### config.mk
export PLATFORM = sky130hd
export DESIGN_NAME = vga_fb_arbiter
export DESIGN_NICKNAME = d
export VERILOG_FILES = /design/src/rtl/vga_fb_arbiter.sv
export SDC_FILE = /design/constraint.sdc
export NUM_CORES = 1
export LEC_CHECK = 0
export ABC_AREA = 1
export ABC_CLOCK_PERIOD_IN_PS = 3450
export BUFFER_PORTS_ARGS = -buffer_cell sky130_fd_sc_hd__buf_2
export CORE_MARGIN = 2
export CORE_UTILIZATION = 44
export DETAILED_ROUTE_END_ITERATION = 7
export GPL_ROUTABILITY_DRIVEN = 0
export GPL_TIMING_DRIVEN = 0
export PLACE_DENSITY = 0.74
export SLEW_MARGIN = 20
export SYNTH_ARGS = -nofsm -noshare
export SYNTH_HDL_FRONTEND = slang
export SYNTH_SLANG_ARGS = --single-unit
### constraint.sdc
create_clock -name clk -period 3.45 [get_ports clk]
set_clock_uncertainty 0.05 [all_clocks]
set_input_delay 0.5175 -clock clk [delete_from_list [all_inputs] [get_ports clk]]
set_output_delay 0.5175 -clock clk [all_outputs]
set_load 0.01 [all_outputs]
### src/rtl/vga_fb_arbiter.sv
// ---------------------------------------------------------------------------
// vga_fb_arbiter
//
// Shares one single-port framebuffer RAM between the VGA scan-out path and a
// pixel writer. The display owns the RAM whenever video_active is high. The
// writer is served only during blanking, at no more than one write every two
// cycles. Scan-out reads return through a 3-clock pipeline, and the syncs are
// delayed by the same amount so they stay aligned with the pixel data.
//
// Ports
//   clk, rst                   pixel clock, synchronous active-high reset
//   video_active, x_loc, y_loc visible flag and pixel coordinates from the
//                              sync generator
//   hsync_in, vsync_in         active-low syncs from the sync generator
//   wr_req/wr_addr/wr_data     write request, held until wr_ack
//   wr_ack                     one-cycle pulse when a write is accepted
//   mem_addr/mem_we/mem_wdata  registered RAM command
//   mem_rdata                  RAM read data, one cycle after mem_addr
//   red/green/blue, hsync,     aligned VGA outputs
//   vsync
//   err_addr                   sticky flag for an out-of-range write
// ---------------------------------------------------------------------------
module vga_fb_arbiter #(
  parameter int HORZ_PIXELS = 640,
  parameter int VERT_PIXELS = 480,
  parameter int WIDTH_BITS  = 10,
  parameter int HEIGHT_BITS = 10,
  parameter int ADDR_BITS   = 19
) (
  input  logic                   clk,
  input  logic                   rst,
  input  logic                   video_active,
  input  logic [WIDTH_BITS-1:0]  x_loc,
  input  logic [HEIGHT_BITS-1:0] y_loc,
  input  logic                   hsync_in,
  input  logic                   vsync_in,
  input  logic                   wr_req,
  input  logic [ADDR_BITS-1:0]   wr_addr,
  input  logic [11:0]            wr_data,
  output logic                   wr_ack,
  output logic [ADDR_BITS-1:0]   mem_addr,
  output logic                   mem_we,
  output logic [11:0]            mem_wdata,
  input  logic [11:0]            mem_rdata,
  output logic [3:0]             red,
  output logic [3:0]             green,
  output logic [3:0]             blue,
  output logic                   hsync,
  output logic                   vsync,
  output logic                   err_addr
);

  localparam logic [31:0] FB_WORDS = 32'(HORZ_PIXELS * VERT_PIXELS);

  typedef enum logic [1:0] {
    ST_IDLE,
    ST_SCAN,
    ST_WRITE
  } state_t;

  state_t               state_q, state_d;
  logic [ADDR_BITS-1:0] scan_addr;
  logic [ADDR_BITS-1:0] mem_addr_d;
  logic                 mem_we_d;
  logic [11:0]          mem_wdata_d;
  logic                 wr_ack_d;
  logic                 err_addr_d;
  logic                 wr_in_range;

  // Row-major framebuffer address. HORZ_PIXELS is a constant, so this is a
  // constant multiply; the result wraps to the RAM address width.
  assign scan_addr   = ADDR_BITS'(32'(y_loc) * 32'(HORZ_PIXELS) + 32'(x_loc));
  assign wr_in_range = 32'(wr_addr) < FB_WORDS;

  // -------------------------------------------------------------------------
  // Next-state and next-command logic
  // -------------------------------------------------------------------------
  always_comb begin
    // NOTE: every signal written here gets a default first, so no path can
    // leave one unassigned and infer a latch.
    state_d     = state_q;
    mem_addr_d  = mem_addr;
    mem_we_d    = 1'b0;
    mem_wdata_d = mem_wdata;
    wr_ack_d    = 1'b0;
    err_addr_d  = err_addr;

    if (video_active) begin
      // The display always wins the RAM, whatever state we are in.
      state_d    = ST_SCAN;
      mem_addr_d = scan_addr;
    end else if (wr_req && (state_q != ST_WRITE)) begin
      // A grant is never issued straight out of WRITE. This leaves a gap
      // that lets the requester drop or replace its request after wr_ack.
      state_d     = ST_WRITE;
      mem_addr_d  = wr_addr;
      mem_wdata_d = wr_data;
      wr_ack_d    = 1'b1;
      mem_we_d    = wr_in_range;
      if (!wr_in_range) begin
        err_addr_d = 1'b1;
      end
    end else begin
      state_d = ST_IDLE;
    end
  end

  // -------------------------------------------------------------------------
  // State and RAM command registers
  // -------------------------------------------------------------------------
  always_ff @(posedge clk) begin
    // NOTE: sequential state uses non-blocking assignments only, so every
    // register samples the values from before the edge.
    if (rst) begin
      state_q   <= ST_IDLE;
      mem_addr  <= '0;
      mem_we    <= 1'b0;
      mem_wdata <= '0;
      wr_ack    <= 1'b0;
      err_addr  <= 1'b0;
    end else begin
      state_q   <= state_d;
      mem_addr  <= mem_addr_d;
      mem_we    <= mem_we_d;
      mem_wdata <= mem_wdata_d;
      wr_ack    <= wr_ack_d;
      err_addr  <= err_addr_d;
    end
  end

  // -------------------------------------------------------------------------
  // Display pipeline
  //   E1 registers mem_addr, E2 is the RAM read, E3 captures mem_rdata.
  //   The visible flag and the syncs pass through three stages to match.
  // -------------------------------------------------------------------------
  logic [2:0]  va_pipe;
  logic [2:0]  hs_pipe;
  logic [2:0]  vs_pipe;
  logic [11:0] pix_q;

  always_ff @(posedge clk) begin
    if (rst) begin
      va_pipe <= '0;
      hs_pipe <= '1;   // syncs are active-low, so they idle high
      vs_pipe <= '1;
      pix_q   <= '0;
    end else begin
      va_pipe <= {va_pipe[1:0], video_active};
      hs_pipe <= {hs_pipe[1:0], hsync_in};
      vs_pipe <= {vs_pipe[1:0], vsync_in};
      pix_q   <= mem_rdata;
    end
  end

  // During blanking, mem_rdata holds stale or write-path data. The aligned
  // visible flag blanks the colour outputs.
  assign {red, green, blue} = va_pipe[2] ? pix_q : 12'h000;
  assign hsync              = hs_pipe[2];
  assign vsync              = vs_pipe[2];

endmodule
**After elaboration in Yosys (flattened, before gate mapping)**

Cells that the tools add are included.

- Bitwise gates (word level): 3
- Equal/unequal tests: 1
- Order comparisons: 1
- $add $sub $neg: 1
- Multiply operators: 1
- Multiplexer cells: 6
- Reduce and logical (&&, ||, !) cells: 6

Operators with widths:

| kind | count |
|---|---|
| $mux 19 | 2 |
| $add 19x10->19 | 1 |
| $lt 19x19->1 const B | 1 |
| $mul 10x3->12 const B | 1 |
| $mux 12 | 1 |
| $not 1->1 | 3 |
| $reduce_and 3->1 | 1 |
| $reduce_or 3->1 | 1 |
| $mux 1 | 2 |
| $mux 2 | 1 |
| $ne 2x2->1 const B | 1 |
| $reduce_and 2->1 | 1 |
| $reduce_bool 2->1 | 1 |
| $reduce_or 2->1 | 1 |
| $logic_and 1x1->1 | 1 |

- Word-level logic and storage cells: 30
- Output and inout bits: 48
- Flip-flop bits (word level): 57
- Bits of input ports: 69

**Depth between registers and ports, before layout**

Gate-level depths: netlist (run 1).

- Word-level depth: 4
- Mapped depth: 16
- Gate-level depth less buffers: 16

**Worst setup path after synthesis (run 1)**

OpenSTA, ideal clock, no wires.

- Path type: input to register
- Start: input y_loc[1]
- End: register mem_addr[18]
- Setup time: 0.117 ns
- Path buffers: 0
- Data arrival time: 2.241 ns
- Required time: 3.283 ns
- Slack: 1.042 ns
- Stages on the path: 13
- Cells stage by stage: ha_1 > ha_1 > fa_1 > nand2_1 > nand3_1 > nand3_1 > nand2_1 > nand2_1 > nand2_1 > nor2_1 > nand3_1 > nand3_1 > nand2_1

- Cells in the longest elaborated chain, start to end: 3

RTL lines:

| item | RTL line | source |
|---|---|---|
| start, declared | 34 | `input logic [HEIGHT_BITS-1:0] y_loc,` |
| $mul 10x3->12 | 72 | `assign scan_addr = ADDR_BITS'(32'(y_loc) * 32'(HORZ_PIXELS) + 32'(x_loc));` |
| $add 19x10->19 | 72 |  |
| $mux 19 | 88 | `if (video_active) begin` |
| end signal, assigned | 123 | `mem_addr <= mem_addr_d;` |
| end, declared | 41 | `output logic [ADDR_BITS-1:0] mem_addr,` |

Every way passes these cells.
A chain may end at the register's enable or synchronous reset.

**Worst setup path after layout (run 1)**

Same ends and word-level chain as after synthesis.

==> summary.md, run 1 <==
| Metric | Value |
|---|---|
| Power density over the cells | `398.5 nW/um^2` |
| Post-synth top cells | `nand2_1, dfxtp_1, inv_1` |
| Crit path DAT | `2.58 ns` |
| Post-CTS Repair Setup Buffers | `0` |
| Critical Path Most Common Cell | `nand2_1` |
| Unrepaired setup endpoints after global routing | `false` |
| CTS max path bufs | `2` |
| Routed Antenna Nets | `0` |
| Final net count | `593` |
| Htree depth | `2` |
| Top cell type by total area after synthesis | `dfxtp_1` |
| Post-synth EDFFs | `0` |
| Critical Path Source Type | `primary input` |
| P&R area growth vs syn | `27.44%` |
| CTS resizes | `0` |
| Relative slew slack | `69.25%` |
| Crit path max fanout | `3` |
| Total gr overflow | `0` |
| DRC violation total after the first TritonRoute iteration | `105` |
| Post-DP HPWL | `5.235 mm` |
| Gr usage total | `18.77%` |
| Crit-path slowest cell | `fa_1` |
| Max-slew violation count | `0` |
| Register bit total from synthesis | `55` |
| Setup violations, final | `0` |
| Crit Path Class | `in2reg` |
| WHS Path Cells | `2` |
| Drt drc | `0` |
| Starting density of the core | `44.79%` |
| Largest net degree at the start of global routing | `17` |
| Worst EP required | `3.60 ns` |
| FP Rows | `29` |
| Final min period | `2.432 ns` |
| Final WL | `6.421 mm` |
| Post-synthesis sequential area ratio | `39.39%` |
| Ys async rst share | `0%` |
| Layout cells sized above 1 | `28.97%` |
| Worst slack at placement | `0.7093 ns` |
| Crit path cell chain | `buf_2 > ha_1 > ha_1 > fa_1 > nand2_1 > nand3_1 > nand3_1 > nand2_1 > nand2_1 > nand2_1 > nor2_1 > nand3_1 > nand3_1 > nand2_1` |
| Wire per inst | `11.05 um` |
| Clock sink total | `55` |
| Design Power | `1.419 mW` |
| Clk root buf | `clkbuf_8` |
| Vias in the first global route | `2541` |
| Fmax | `0.4112 GHz` |
| Final Core Density | `57.08%` |
| Synth unique cells | `41` |
| Die width | `83.71 um` |
| Initial antenna violation count | `0` |
| Synth Flop Type | `dfxtp_1` |
| Cts bufs inserted | `5` |
| I/O pin cnt | `117` |
| Hold_ws | `0.3552 ns` |
| Final worst path period share | `70.50%` |
| Cell with the most instances after synthesis | `nand2_1` |
| CTS tree | `yes` |
| Die Span Y | `83.71 um` |
| Synth Cell Area | `2795 um^2` |
| Pleak | `1.984 nW` |
| Avg Synthesized Cell Area | `7.336 um^2` |
| Synth warnings | `0` |
| Final worst slack | `1.018 ns` |
| Peak VDD IR | `0.2159 mV` |
| Min-delay worst type | `in2reg` |
| Hold Buf Count CTS | `0` |
| Slowest stage delay, CP | `0.45 ns` |
| FF-to-FF path depth | `9` |
| Outcome | `finished clean` |
| Via Count | `2715` |
| Syn nets | `471` |
| Share of the synthesized area in the top cell type | `39.39%` |
| Hold Fails Final Rpt | `0` |
| Synth area leaders | `dfxtp_1, nand2_1, ha_1` |
| Detailed-route vias per instance | `4.673` |
| Die area | `7007 um^2` |
| IO Port Bufs | `115` |
| Critical path capture point type | `flip-flop` |
| Max Cap Viol | `0` |
| Clk slew on worst S/H paths | `0.09 ns` |
| Clk Latency, worst-skew pair | `0.30 ns` |
| Area of the core | `6241 um^2` |
| ANT cells | `0` |
| First-pass GRT wire length | `11.08 mm` |
| Mapped Cells | `381` |
| Setup TNS Final | `0 ns` |
| Detailed-router iteration count before antenna repair | `4` |
| Worst slew pin tran | `0.4596 ns` |
==> placed cells by master (no fill, tap or decap), drive strengths merged, types with 3 or more instances in the layout <==
master | netlist | routed
nor2 | 54 | 54
clkbuf | 8 | 15
or2 | 6 | 6
o21ai | 23 | 23
nand3b | 3 | 3
nand2 | 87 | 87
ha | 19 | 19
a31oi | 10 | 10
nand3 | 24 | 24
a21oi | 11 | 11
buf | 3 | 118
dfxtp | 55 | 55
inv | 56 | 56
==> final cells by class <==
| class | instances | area (um^2) |
|---|---|---|
| fill | 606 | 2679 |
| multi-input combinational | 258 | 1430 |
| sequential | 55 | 1101 |
| timing repair buffer | 115 | 575.6 |
| inverter | 57 | 214.0 |
| tap | 77 | 96.34 |
| clock buffer | 7 | 86.33 |
| buffer | 11 | 50.05 |
| clock inverter | 1 | 8.758 |
==> flip-flops by register name, indices dropped and copies added, names as in the netlist <==
register	count
err_addr	1
hs_pipe	3
va_pipe	3
mem_wdata	12
wr_ack	1
pix_q	12
mem_addr	19
vs_pipe	3
mem_we	1
==> final timing paths <==
path                            slack (ns)                   from                   endpoint
worst max-delay path                  1.02               y_loc[1]  mem_addr[18]$_SDFFE_PP0P_
worst min register to register        0.36  vs_pipe[1]$_SDFF_PP1_      vs_pipe[2]$_SDFF_PP1_
worst min-delay path                  0.36               vsync_in      vs_pipe[0]$_SDFF_PP1_
worst max register to register        1.83  va_pipe[0]$_SDFF_PP0_  mem_addr[17]$_SDFFE_PP0P_
==> report_power, final <==
group / total (mW) / switching, mW / internal, mW
logic: 0.360 / 0.213 / 0.147
registers: 0.698 / 0.0177 / 0.680
clock network: 0.361 / 0.196 / 0.165
==> layer usage <==
layer | wire length, um | track usage (%) | up-vias
met1 | 2964 | 24.89 | 1152
met3 | 358 | 2.176 | 16
met2 | 2916 | 31.05 | 90
li1 | - | - | 1457
met4 | 182 | 7.625 | 0
met5 | 0 | 0 | -
==> kinds of logic (layout without fill, tap and decap cells) <==
kind of cell	after synthesis	in the layout	synth area share, %
and+or+nand+nor	176	176	27.48
buffers and inverters	68	191	9.444
AOI/OAI and AO/OA	57	57	12.22
DFF	55	55	39.39
adders and majority gates	21	21	9.937
xor gates and xnor gates	4	4	1.522
==> metrics by stage <==
| stage | cell area, um^2 | std cells |
|---|---|---|
| global route | 3562 | 581 |
| floorplan | 2795 | 381 |
| CTS | 3562 | 581 |
| detailed placement | 3467 | 573 |
| finish | 3562 | 581 |
| global placement | 3467 | 573 |
==> worst max-delay path: cells and delay by family <==
kind | cells | cell delay (ns)
buffers and inverters | 1 | 0.12
adder cells (fa/ha/maj) | 3 | 0.98
AND/OR/NAND/NOR | 10 | 0.96
(Power assumes the default switching activity.)
==> inputs of run 2 (changes only) <==
ABC_CLOCK_PERIOD_IN_PS = 2100   (was 3450)
CORE_UTILIZATION = 43   (was 44)
PLACE_DENSITY = 0.76   (was 0.74)
clock period = 2.1 ns   (was 3.45 ns; I/O delays follow)
==> run 2 against run 1 <==
Effect of this change:
- critical endpoint is now mem_addr[17]$_SDFFE_PP0P_
- cell area grew 1.3%
- total power up 67%
- via count increased by 2.1%
- largest power group unchanged
- sequential cell count unchanged
==> summary.md, run 2 (synthesized netlist as in run 1, its figures left out) <==
| Metric | Value |
|---|---|
| Outcome | `finished clean` |
| Crit path DAT | `2.22 ns (-0.36 ns)` |
| Clk Latency, worst-skew pair | `0.30 ns (about the same)` |
| Crit Path Class | `in2reg` |
| Post-DP HPWL | `5.606 mm (+7.1%)` |
| Peak VDD IR | `0.4867 mV (+130%)` |
| Detailed-route vias per instance | `4.769 (+2.1%)` |
| I/O pin cnt | `117 (unchanged)` |
| Routed Antenna Nets | `0 (unchanged)` |
| Die Span Y | `84.63 um (+1.1%)` |
| ANT cells | `0 (unchanged)` |
| Crit path max fanout | `3 (unchanged)` |
| Clk root buf | `clkbuf_8` |
| Final min period | `2.015 ns` |
| FILL cells | `609 (+0.50%)` |
| Die area | `7161 um^2 (+2.2%)` |
| Final net count | `593 (unchanged)` |
| Hold Buf Count CTS | `0 (unchanged)` |
| Crit path cell chain | `buf_2 > ha_4 > ha_4 > fa_2 > inv_2 > nor2_4 > nand2_1 > nor2_2 > nand2_2 > nor2_2 > nand2_1 > nand2_1 > nand3_1 > nand2_1` |
| Hold Fails Final Rpt | `0 (unchanged)` |
| NetSw | `723.2 uW (+69%)` |
| Worst slew pin tran | `0.5063 ns (+0.04664 ns)` |
| First-pass GRT wire length | `11.32 mm (+2.1%)` |
| Setup violations, final | `0 (unchanged)` |
| Commonest non-fill, non-tap cells in the layout | `buf_2, nand2_1, dfxtp_1, inv_1, nor2_1` |
| CTS tree | `yes` |
| Critical Path Most Common Cell | `nand2_1` |
| Gr usage total | `19.26% (+0.49 points)` |
| Combinational power share | `26.1% (+0.7 points)` |
| Detailed-router iteration count before antenna repair | `4 (unchanged)` |
| P&R area growth vs syn | `29.10%` |
| Internal cell power | `1.640 mW (+65%)` |
| Placed cell areas | `3500 um^2 (+0.94%)` |
| Largest net degree at the start of global routing | `18 (+1)` |
| Layout cells sized above 1 | `30.75% (+1.8 points)` |
| Critical Path Source Type | `primary input` |
| Wire per inst | `11.91 um (+7.8%)` |
| IO Port Bufs | `115 (unchanged)` |
| Drt drc | `0 (unchanged)` |
| FP Rows | `29 (unchanged)` |
| Total gr overflow | `0 (unchanged)` |
| Clk slew on worst S/H paths | `0.10 ns (about the same)` |
| Final worst path period share | `95.93%` |
| Starting density of the core | `44.27% (-0.51 points)` |
| Relative slew slack | `66.25% (-3.0 points)` |
| Fmax | `0.4964 GHz` |
| CTS max path bufs | `2 (unchanged)` |
| Min-delay worst type | `in2reg` |
| Critical path depth | `14 (unchanged)` |
| Pleak | `1.979 nW (-0.26%)` |
| Crit-path slowest cell | `fa_2` |
| Max Cap Viol | `0 (unchanged)` |
| Initial antenna violation count | `0 (unchanged)` |
| Final WL | `6.920 mm (+7.8%)` |
| Crit path max-delay family | `adder cells` |
| Design Power | `2.364 mW (+67%)` |
| Max reg flops | `19 (unchanged)` |
| Die width | `84.63 um (+1.1%)` |
| Most common cell after layout, fill and taps aside | `buf_2` |
| WHS Path Cells | `2 (unchanged)` |
| Clock sink total | `55 (unchanged)` |
| Slowest stage delay, CP | `0.56 ns (+0.11 ns)` |
| Setup TNS Final | `0 ns (unchanged)` |
| Worst path bufs/invs | `2 (+1)` |
| Htree depth | `2 (unchanged)` |
| Largest registers | `mem_addr (19), mem_wdata (12), pix_q (12)` |
| FF-to-FF path depth | `9 (unchanged)` |
| Worst EP required | `2.30 ns (-1.30 ns)` |
| Cts bufs inserted | `5 (unchanged)` |
| Switching share of power | `30.60% (+0.49 points)` |
| Clock power frac | `25.4% (about the same)` |
| Power density over the cells | `655.0 nW/um^2 (+64%)` |
| Design Area, Final | `3608 um^2 (+1.3%)` |
| DRC violation total after the first TritonRoute iteration | `95 (-9.5%)` |
| Area of the core | `6314 um^2 (+1.2%)` |
| Max-slew violation count | `0 (unchanged)` |
| Critical path capture point type | `flip-flop` |
| Via Count | `2771 (+2.1%)` |
| Vias in the first global route | `2560 (+0.75%)` |
| Final Core Density | `57.15% (+0.077 points)` |
| Seq pwr share | `48.6% (-0.6 points)` |
| Unrepaired setup endpoints after global routing | `true` |
| Largest reg by FF count | `mem_addr` |
-- run 2: metal layers --
metal / global-route usage (%) / vias up / part of all wire [%]
met5: 0 / - / 0
met4: 5.339 / 0 / 1.3
met3: 3.736 / 8 / 7.3
met2: 33.79 / 97 / 48
met1: 24.04 / 1215 / 44
li1: - / 1451 / -
-- run 2: final timing paths --
path                    startpoint                         to  slack (ns)
max reg2reg  va_pipe[0]$_SDFF_PP0_  mem_addr[17]$_SDFFE_PP0P_        0.46
min reg2reg  va_pipe[1]$_SDFF_PP0_      va_pipe[2]$_SDFF_PP0_        0.36
max                       y_loc[1]  mem_addr[17]$_SDFFE_PP0P_        0.09
min                       hsync_in      hs_pipe[0]$_SDFF_PP1_        0.14
-- run 2: layout make-up --
cell class                      count  area, um^2  area share, %
Multi-Input combinational cell    258        1473          40.81
Tap cell                           77       96.34          2.670
Clock buffer                        6       82.58          2.288
Sequential cell                    55        1101          30.51
Timing Repair Buffer              115       575.6          15.95
Buffer                             11       50.05          1.387
Clock inverter                      2       16.27         0.4508
Inverter                           57       214.0          5.929
-- run 2: worst reg2reg max path, stage by stage (launching register included) --
cell and delay [ns]:
dfxtp_1 0.32, inv_1 0.04, nand2_1 0.05, nand2_1 0.08, nor2_2 0.30, inv_1 0.16, nor2_2 0.34, a32o_1 0.18
inv_1 0.04, nand2_1 0.04
-- run 2: timing repair --
item | in CTS | in global routing
resized for setup | 0 | 3
setup buffers | 0 | 0
endpoints found under the setup margin | 0 | 2
-- run 2: power groups by stage --
stage               Sequential (mW)  Combinational (mW)  Clock (mW)
global route                   1.16               0.695       0.672
floorplan                      1.20               0.366           0
global placement               1.17               0.595           0
finish                         1.15               0.616       0.600
CTS                            1.15               0.614       0.623
detailed placement             1.17               0.611           0
-- run 2: metrics by stage --
stage	hold WS, ns	cells	setup slack, ns
2_1_floorplan	0.3383	381	-0.002375
3_5_place_dp	0.3450	573	-0.3187
5_1_grt	0.1348	581	-0.01180
3_3_place_gp	0.3412	573	-0.2441
4_1_cts	0.1387	581	0.005355
6_report	0.1450	581	0.08544
